[config.mk]
export PLATFORM = sky130hd
export DESIGN_NAME = mem_ctrl_flat
export DESIGN_NICKNAME = d
export VERILOG_FILES = /design/src/rtl/mem_ctrl_if.sv /design/src/rtl/mem_ctrl.sv /design/src/flat_wrapper.sv
export SDC_FILE = /design/constraint.sdc
export NUM_CORES = 1
export LEC_CHECK = 0
export CORE_MARGIN = 4
export CORE_UTILIZATION = 24
export DETAILED_ROUTE_END_ITERATION = 10
export MAX_ROUTING_LAYER = met4
export PLACE_DENSITY_LB_ADDON = 0.25
export SETUP_SLACK_MARGIN = 0.05
export SLEW_MARGIN = 40
export SYNTH_ARGS = -nofsm -noshare
export SYNTH_HDL_FRONTEND = slang
export SYNTH_SLANG_ARGS = --single-unit
[constraint.sdc]
create_clock -name clk_in -period 18 [get_ports clk_in]
set_input_delay 3.6 -clock clk_in [delete_from_list [all_inputs] [get_ports clk_in]]
set_output_delay 3.6 -clock clk_in [all_outputs]
set_load 0.01 [all_outputs]
[src/rtl/mem_ctrl_if.sv]
// Request/response and RAM-side signals of the byte-serial memory controller.
// A requester raises *_req_in with stable fields and holds them until the matching one-cycle *_ack_out pulse.
interface mem_ctrl_if #(parameter int ADDR_W = 32);
  logic              rdy_in;
  logic              if_req_in;
  logic [ADDR_W-1:0] if_addr_in;
  logic              if_ack_out;
  logic [31:0]       if_inst_out;
  logic              mem_req_in;
  logic              mem_we_in;
  logic [ADDR_W-1:0] mem_addr_in;
  logic [2:0]        mem_len_in;
  logic              mem_signed_in;
  logic [31:0]       mem_wdata_in;
  logic              mem_ack_out;
  logic [31:0]       mem_rdata_out;
  logic [ADDR_W-1:0] ram_a_out;
  logic              ram_wr_out;
  logic [7:0]        ram_dout_out;
  logic [7:0]        ram_din_in;
  logic [1:0]        dbg_state;

  modport slave (
    input  rdy_in, if_req_in, if_addr_in, mem_req_in, mem_we_in, mem_addr_in,
           mem_len_in, mem_signed_in, mem_wdata_in, ram_din_in,
    output if_ack_out, if_inst_out, mem_ack_out, mem_rdata_out,
           ram_a_out, ram_wr_out, ram_dout_out, dbg_state
  );

  modport master (
    output rdy_in, if_req_in, if_addr_in, mem_req_in, mem_we_in, mem_addr_in,
           mem_len_in, mem_signed_in, mem_wdata_in, ram_din_in,
    input  if_ack_out, if_inst_out, mem_ack_out, mem_rdata_out,
           ram_a_out, ram_wr_out, ram_dout_out, dbg_state
  );
endinterface

[src/rtl/mem_ctrl.sv]
// Byte-serial memory controller: turns IF fetches and MEM loads/stores into
// 8-bit RAM accesses, MEM having priority, with little-endian sign/zero extension.
module mem_ctrl #(
  parameter int ADDR_W = 32
) (
  input  logic       clk_in,
  input  logic       rst_in,
  mem_ctrl_if.slave  bus
);
  typedef enum logic [1:0] {IDLE = 2'd0, RD = 2'd1, WR = 2'd2, DONE = 2'd3} state_t;

  localparam logic [ADDR_W-1:0] A_ONE = {{(ADDR_W-1){1'b0}}, 1'b1};

  state_t            state, state_nxt;
  logic [2:0]        cnt;
  logic [2:0]        len_q;
  logic              src_if;
  logic              signed_q;
  logic [31:0]       wdata_q;
  logic [31:0]       rbuf;
  logic [ADDR_W-1:0] ram_a_q;
  logic [ADDR_W-1:0] ram_a_prev;
  logic              ram_wr_q;
  logic [7:0]        ram_dout_q;
  logic [31:0]       rdata_q;
  logic [31:0]       inst_q;

  logic              accept_mem, accept_if, last_rd, last_wr;
  logic [1:0]        cap_idx, wr_idx;
  logic [2:0]        req_len;
  logic [31:0]       rword, rext;

  always_comb begin
    state_nxt  = state;
    accept_mem = 1'b0;
    accept_if  = 1'b0;
    last_rd    = 1'b0;
    last_wr    = 1'b0;
    cap_idx    = 2'(cnt - 3'd1);
    wr_idx     = 2'(cnt + 3'd1);
    req_len    = (bus.mem_len_in == 3'd1 || bus.mem_len_in == 3'd2) ? bus.mem_len_in : 3'd4;
    rword      = rbuf;
    rword[{cap_idx, 3'b000} +: 8] = bus.ram_din_in;
    rext       = rword;
    if (!src_if) begin
      case (len_q)
        3'd1:    rext = {{24{signed_q & rword[7]}}, rword[7:0]};
        3'd2:    rext = {{16{signed_q & rword[15]}}, rword[15:0]};
        default: rext = rword;
      endcase
    end
    case (state)
      IDLE: begin
        if (bus.mem_req_in) begin
          accept_mem = 1'b1;
          state_nxt  = bus.mem_we_in ? WR : RD;
        end else if (bus.if_req_in) begin
          accept_if = 1'b1;
          state_nxt = RD;
        end
      end
      // Byte cnt-1 is on ram_din_in while address cnt is presented; done once cnt reaches len.
      RD: begin
        if (cnt == len_q) begin
          last_rd   = 1'b1;
          state_nxt = DONE;
        end
      end
      WR: begin
        if ((cnt + 3'd1) == len_q) begin
          last_wr   = 1'b1;
          state_nxt = DONE;
        end
      end
      DONE:    state_nxt = IDLE;
      default: state_nxt = IDLE;
    endcase
  end

  always_ff @(posedge clk_in or posedge rst_in) begin
    if (rst_in) begin
      state      <= IDLE;
      cnt        <= 3'd0;
      len_q      <= 3'd0;
      src_if     <= 1'b0;
      signed_q   <= 1'b0;
      wdata_q    <= 32'd0;
      rbuf       <= 32'd0;
      ram_a_q    <= '0;
      ram_a_prev <= '0;
      ram_wr_q   <= 1'b0;
      ram_dout_q <= 8'd0;
      rdata_q    <= 32'd0;
      inst_q     <= 32'd0;
    end else if (bus.rdy_in) begin
      state      <= state_nxt;
      ram_a_prev <= ram_a_q;
      case (state)
        IDLE: begin
          if (accept_mem || accept_if) begin
            src_if     <= accept_if;
            cnt        <= 3'd0;
            rbuf       <= 32'd0;
            ram_a_q    <= accept_mem ? bus.mem_addr_in : bus.if_addr_in;
            len_q      <= accept_mem ? req_len : 3'd4;
            signed_q   <= accept_mem & bus.mem_signed_in;
            wdata_q    <= bus.mem_wdata_in;
            ram_wr_q   <= accept_mem & bus.mem_we_in;
            ram_dout_q <= bus.mem_wdata_in[7:0];
          end
        end
        RD: begin
          cnt <= cnt + 3'd1;
          if (cnt != 3'd0) rbuf <= rword;
          if ((cnt + 3'd1) < len_q) ram_a_q <= ram_a_q + A_ONE;
          if (last_rd) begin
            if (src_if) inst_q <= rext;
            else        rdata_q <= rext;
          end
        end
        WR: begin
          if (last_wr) begin
            ram_wr_q <= 1'b0;
          end else begin
            cnt        <= cnt + 3'd1;
            ram_a_q    <= ram_a_q + A_ONE;
            ram_dout_q <= wdata_q[{wr_idx, 3'b000} +: 8];
          end
        end
        default: ;
      endcase
    end
  end

  // While stalled the previous address is shown again, so the byte still owed
  // is what the RAM returns in the first cycle after the stall.
  assign bus.ram_a_out     = bus.rdy_in ? ram_a_q : ram_a_prev;
  assign bus.ram_wr_out    = ram_wr_q & bus.rdy_in;
  assign bus.ram_dout_out  = ram_dout_q;
  assign bus.mem_ack_out   = (state == DONE) && bus.rdy_in && !src_if;
  assign bus.if_ack_out    = (state == DONE) && bus.rdy_in && src_if;
  assign bus.mem_rdata_out = rdata_q;
  assign bus.if_inst_out   = inst_q;
  assign bus.dbg_state     = state;
endmodule

[src/flat_wrapper.sv]
// flat-port wrapper written by rule: the top's interface ports become plain ports
module mem_ctrl_flat 
#(
  parameter int ADDR_W = 32
)
  (clk_in, rst_in, bus_rdy_in, bus_if_req_in, bus_if_addr_in, bus_mem_req_in, bus_mem_we_in, bus_mem_addr_in, bus_mem_len_in, bus_mem_signed_in, bus_mem_wdata_in, bus_ram_din_in, bus_if_ack_out, bus_if_inst_out, bus_mem_ack_out, bus_mem_rdata_out, bus_ram_a_out, bus_ram_wr_out, bus_ram_dout_out, bus_dbg_state);
  mem_ctrl_if #(.ADDR_W(ADDR_W)) bus_i ();
  input  logic clk_in;
  input  logic rst_in;
  input wire logic [$bits(bus_i.rdy_in)-1:0] bus_rdy_in;
  input wire logic [$bits(bus_i.if_req_in)-1:0] bus_if_req_in;
  input wire logic [$bits(bus_i.if_addr_in)-1:0] bus_if_addr_in;
  input wire logic [$bits(bus_i.mem_req_in)-1:0] bus_mem_req_in;
  input wire logic [$bits(bus_i.mem_we_in)-1:0] bus_mem_we_in;
  input wire logic [$bits(bus_i.mem_addr_in)-1:0] bus_mem_addr_in;
  input wire logic [$bits(bus_i.mem_len_in)-1:0] bus_mem_len_in;
  input wire logic [$bits(bus_i.mem_signed_in)-1:0] bus_mem_signed_in;
  input wire logic [$bits(bus_i.mem_wdata_in)-1:0] bus_mem_wdata_in;
  input wire logic [$bits(bus_i.ram_din_in)-1:0] bus_ram_din_in;
  output wire logic [$bits(bus_i.if_ack_out)-1:0] bus_if_ack_out;
  output wire logic [$bits(bus_i.if_inst_out)-1:0] bus_if_inst_out;
  output wire logic [$bits(bus_i.mem_ack_out)-1:0] bus_mem_ack_out;
  output wire logic [$bits(bus_i.mem_rdata_out)-1:0] bus_mem_rdata_out;
  output wire logic [$bits(bus_i.ram_a_out)-1:0] bus_ram_a_out;
  output wire logic [$bits(bus_i.ram_wr_out)-1:0] bus_ram_wr_out;
  output wire logic [$bits(bus_i.ram_dout_out)-1:0] bus_ram_dout_out;
  output wire logic [$bits(bus_i.dbg_state)-1:0] bus_dbg_state;
  assign bus_i.rdy_in = bus_rdy_in;
  assign bus_i.if_req_in = bus_if_req_in;
  assign bus_i.if_addr_in = bus_if_addr_in;
  assign bus_i.mem_req_in = bus_mem_req_in;
  assign bus_i.mem_we_in = bus_mem_we_in;
  assign bus_i.mem_addr_in = bus_mem_addr_in;
  assign bus_i.mem_len_in = bus_mem_len_in;
  assign bus_i.mem_signed_in = bus_mem_signed_in;
  assign bus_i.mem_wdata_in = bus_mem_wdata_in;
  assign bus_i.ram_din_in = bus_ram_din_in;
  assign bus_if_ack_out = bus_i.if_ack_out;
  assign bus_if_inst_out = bus_i.if_inst_out;
  assign bus_mem_ack_out = bus_i.mem_ack_out;
  assign bus_mem_rdata_out = bus_i.mem_rdata_out;
  assign bus_ram_a_out = bus_i.ram_a_out;
  assign bus_ram_wr_out = bus_i.ram_wr_out;
  assign bus_ram_dout_out = bus_i.ram_dout_out;
  assign bus_dbg_state = bus_i.dbg_state;
  mem_ctrl #(.ADDR_W(ADDR_W)) u_core (.clk_in(clk_in), .rst_in(rst_in), .bus(bus_i));
endmodule
==> results summary <==
The run finished with clean final reports. The per-cell via count in the routed design is 4.82. The total I/O pin count is 223. The number of max-slew violations in the final report came out at 0. The setup TNS after final layout came out at 0 ps. The number of flip-flops and latches in the synthesized netlist came out at 211. The setup clock skew after layout is 17.2 ps.

In this run the clock root is driven by a clkbuf_16. The peak fanout along the critical path came out at 42. The cell total after placement is 1605. The worst setup path is of the input pin to primary output kind. The mean routed wirelength per cell is 19.4 um. The area used by multi-input combinational logic came out at 4660 um^2. Setup violations remaining at the end of the flow were counted as 0.

The core box area is 42000 um^2. The highest routing layer actually used is met4. The ratio of final minimum period to clock period came out at 47.7%.

After clock tree synthesis, the clock-pin slew on the worst setup and hold paths is 60 ps. The sort of element at the end of the critical path is a primary output. The total half-perimeter wirelength after legalization and detailed placement is 22.1 mm. The post-synthesis net count is 1017. For this design, the CTS-stage hold fixing added 0 buffers. The critical path required time came out at 14400 ps. The predominant post-synthesis flop cell is dfrtp_1. The worst slew margin relative to its limit came out at 40.7%. In this run the number of H-tree levels came out at 1. The cell area after synthesis came out at 10200 um^2. Dividing the synthesized area by the synthesized cell count gives 11.5 um^2. The total congestion overflow after global routing came out at 0.

The cell count after synthesis came out at 889. The initial standard-cell utilization of the core came out at 24.4%. The post-detailed-route count of antenna-violating nets is 0. The Yosys step of the flow raised 0 warnings. The most area-hungry cell type in the Yosys netlist is dfrtp_1. The synthesized netlist contains 63 unique library cells.

Walking the worst path, the cells encountered are buf_4 > mux2_2 > clkdlybuf4s50_1. The share of async-settable or async-resettable flops after synthesis is 100%. The final count of hold timing violations was 0.

Row generation in the floorplan step produced 75 rows. The net count of the finished layout is 1223. In the post-synthesis netlist, the biggest area contributors are dfrtp_1, mux2_2, a22o_1, nand2_1, mux4_2. The fill cell instance count of the final layout is 4264. VDD sags by at most 0.0684 mV.

The worst path arrival time is 4990 ps. The non-filler instance count after layout came out at 1654. The delay contributed by the slowest stage of the critical path is 490 ps. The routability congestion estimate from global placement came out at 0.729.

The max capacitance violation total came out at 0. No sink is reached through more buffers than the 3 on the longest clock path. STA classifies the critical path startpoint as an input pin. The final layout contains routed wiring with a total length of 32.0 mm.

The vertical die dimension is 215 um. The number of cells upsized or downsized after cts came out at 0. In this run, synthesis inferred 0 flip-flops with an integrated enable.

The number of cells on the worst reg-to-reg path is 9. In this run the critical register-to-register path is launched from u_core.cnt[0]. The clock latency of the later-clocked register in the worst-skew pair is 560 ps. The detailed router put a total of 15.2 mm of wire on met1. The detailed route wirelength on metal3 came out at 1.66 mm. The fraction of final layout cells with drive strength greater than 1 came out at 18.9%. The total power divided by cell area came out at 160 nW/um^2. The worst min-delay path endpoint is u_core.rbuf[15]. Across all layers, the routed design uses 7966 vias. Setup slack closes at 9410 ps.

Counting instances, the worst hold path has a depth of 2. Sequential elements use 51.6% of the synthesized area. For this run, the top clock speed supported by timing is 116 MHz. The slew at the pin closest to its max-slew limit is 880 ps. The full die area is 46000 um^2.

The worst register-to-register path ends at u_core.ram_a_q[9]. The initial antenna violation count came out at 1. The share of the synthesized area in the top cell type came out at 51.6%. For this design the static power due to leakage is 5.93 nW. Post-CTS timing repair inserted 0 buffers for setup. The hold path startpoint is u_core.rbuf[15]. The first-pass GRT wire length came out at 50.7 mm. The flop-to-flop setup slack is 13740 ps. The remaining design rule violation count is 0. Setup repair after global routing left no endpoint under its margin. Clock tree synthesis found a total of 211 sinks. The DRC violation total after the first TritonRoute iteration came out at 558. In this run the worst setup path begins at bus_rdy_in. The combined global-route utilization of all metal layers is 14.1%.

The worst hold margin is 474 ps. The horizontal die dimension is 215 um. The synthesis-to-finish area growth is 35.6%. Timing analysis after detailed placement gives a worst setup slack of 9410 ps. Summing all flip-flop and latch instances after layout gives 5280 um^2. The path class of the tightest hold or removal check is flip-flop to flip-flop.

The via count of the first global-routing pass was 8382. The total CTS buffers came out at 27. Buffers placed on the I/O ports in this run total 222. The wire length on met2 is 14.6 mm.

TritonCTS built the clock tree. The critical-path cell with the highest stage delay is clkdlybuf4s50_1. Before antenna repair, the detailed router went through 5 iterations. Entering global routing, the biggest net connects 85 pins. The post-layout minimum cycle time came out at 8590 ps.
state kept, by name, summed over array words and instances (netlist names):
| signal | flops |
|---|---|
| u_core.bus.if_inst_out | 32 |
| u_core.bus.mem_rdata_out | 32 |
| u_core.ram_a_prev | 32 |
| u_core.ram_a_q | 32 |
| u_core.rbuf | 32 |
| u_core.wdata_q | 32 |
| u_core.bus.ram_dout_out | 8 |
| u_core.cnt | 3 |
| u_core.len_q | 3 |
| u_core.bus.dbg_state | 2 |
| u_core.ram_wr_q | 1 |
| u_core.signed_q | 1 |
| u_core.src_if | 1 |
kinds of logic after synthesis:
kind of cell	Yosys count	share of synthesized area, %
simple gates	251	13.0
flops	211	51.6
compound gates	192	14.1
mux	140	16.1
buf+inv	78	3.25
fa+ha+maj	14	1.71
xor+xnor	3	0.257
cell usage after synthesis, drive strengths merged (3+ instances only):
cell     instances
nand2b          15
nor2            29
nand3           21
a32o             3
and3            24
a21oi           34
a211oi           3
o221a            7
nand4           10
and4            11
o21ai           32
a221oi           6
nor3b            4
dfrtp          211
clkbuf          38
o22a             3
a221o           15
o22ai            3
nor2b           16
a22o            47
or2              4
mux2i           15
o2bb2ai          3
a311oi           7
nor3            12
inv             17
mux4             8
mux2           117
clkinv           3
nand2           78
nor4            11
a31oi           15
ha              14
buf             20
and2             9
metal layers:
layer  GRT usage, %  vias to the layer above
met5              -                        -
met4           3.18                        0
met3           2.65                       50
met2           22.1                      224
met1           19.0                     3952
li1               -                     3740
cell usage in the layout, fill, tap and decap left out, drive strengths merged, types with 4 or more instances in the layout:
| cell | synthesis | final |
|---|---|---|
| a31oi | 15 | 15 |
| ha | 14 | 14 |
| clkinv | 3 | 13 |
| nand3 | 21 | 21 |
| clkdlybuf4s50 | 0 | 221 |
| nor4 | 11 | 11 |
| and4 | 11 | 11 |
| nor2b | 16 | 16 |
| o221a | 7 | 7 |
| nor2 | 29 | 29 |
| a221oi | 6 | 6 |
| a221o | 15 | 15 |
| a22o | 47 | 47 |
| nand2b | 15 | 15 |
| and3 | 24 | 24 |
| nand2 | 78 | 78 |
| mux4 | 8 | 8 |
| or2 | 4 | 4 |
| o21ai | 32 | 32 |
| nor3 | 12 | 12 |
| inv | 17 | 18 |
| buf | 20 | 14 |
| a311oi | 7 | 7 |
| nand4 | 10 | 10 |
| and2 | 9 | 9 |
| mux2 | 117 | 117 |
| nor3b | 4 | 4 |
| dfrtp | 211 | 211 |
| mux2i | 15 | 15 |
| clkbuf | 38 | 33 |
| a21oi | 34 | 34 |
power by group:
part | internal, mW | switching, mW
clock network | 0.299 | 0.221
logic | 0.463 | 0.451
registers | 0.646 | 0.140
total | 1.41 | 0.812
layout make-up:
| class | count | area share [%] |
|---|---|---|
| multi-input combinational | 600 | 33.6 |
| tap | 539 | 4.86 |
| clock inverter | 15 | 0.937 |
| clock buffer | 33 | 5.17 |
| sequential | 211 | 38.0 |
| timing repair buffer | 235 | 16.8 |
| antenna | 1 | 0.0180 |
| inverter | 20 | 0.595 |
through the flow:
step | power, mW | instance area (um^2) | util (%)
after floorplan | 1.32 | 10200 | -
after global placement | 1.70 | 13000 | 30.9
after detailed placement | 1.72 | 13000 | 31.0
after CTS | 2.26 | 13900 | 33.0
after global routing | 2.38 | 13900 | 33.0
final | 2.22 | 13900 | 33.0
how the worst max path moves through the flow:
| stage | endpoint | slack [ps] | depth (start not counted) |
|---|---|---|---|
| after CTS | bus_ram_a_out[7] | 9410 | 3 |
| after global placement | bus_ram_a_out[7] | 9130 | 3 |
| after global routing | bus_ram_a_out[14] | 9350 | 3 |
| final | bus_ram_a_out[7] | 9410 | 3 |
| after detailed placement | bus_ram_a_out[7] | 9410 | 3 |
| after floorplan | u_core.bus.dbg_state[0] | 8630 | 1 |
worst max-delay path, delay by kind of cell:
family / cells / cell delay, ps
buffers and inverters: 2 / 920
multiplexers: 1 / 410
(Power assumes the default switching activity.)
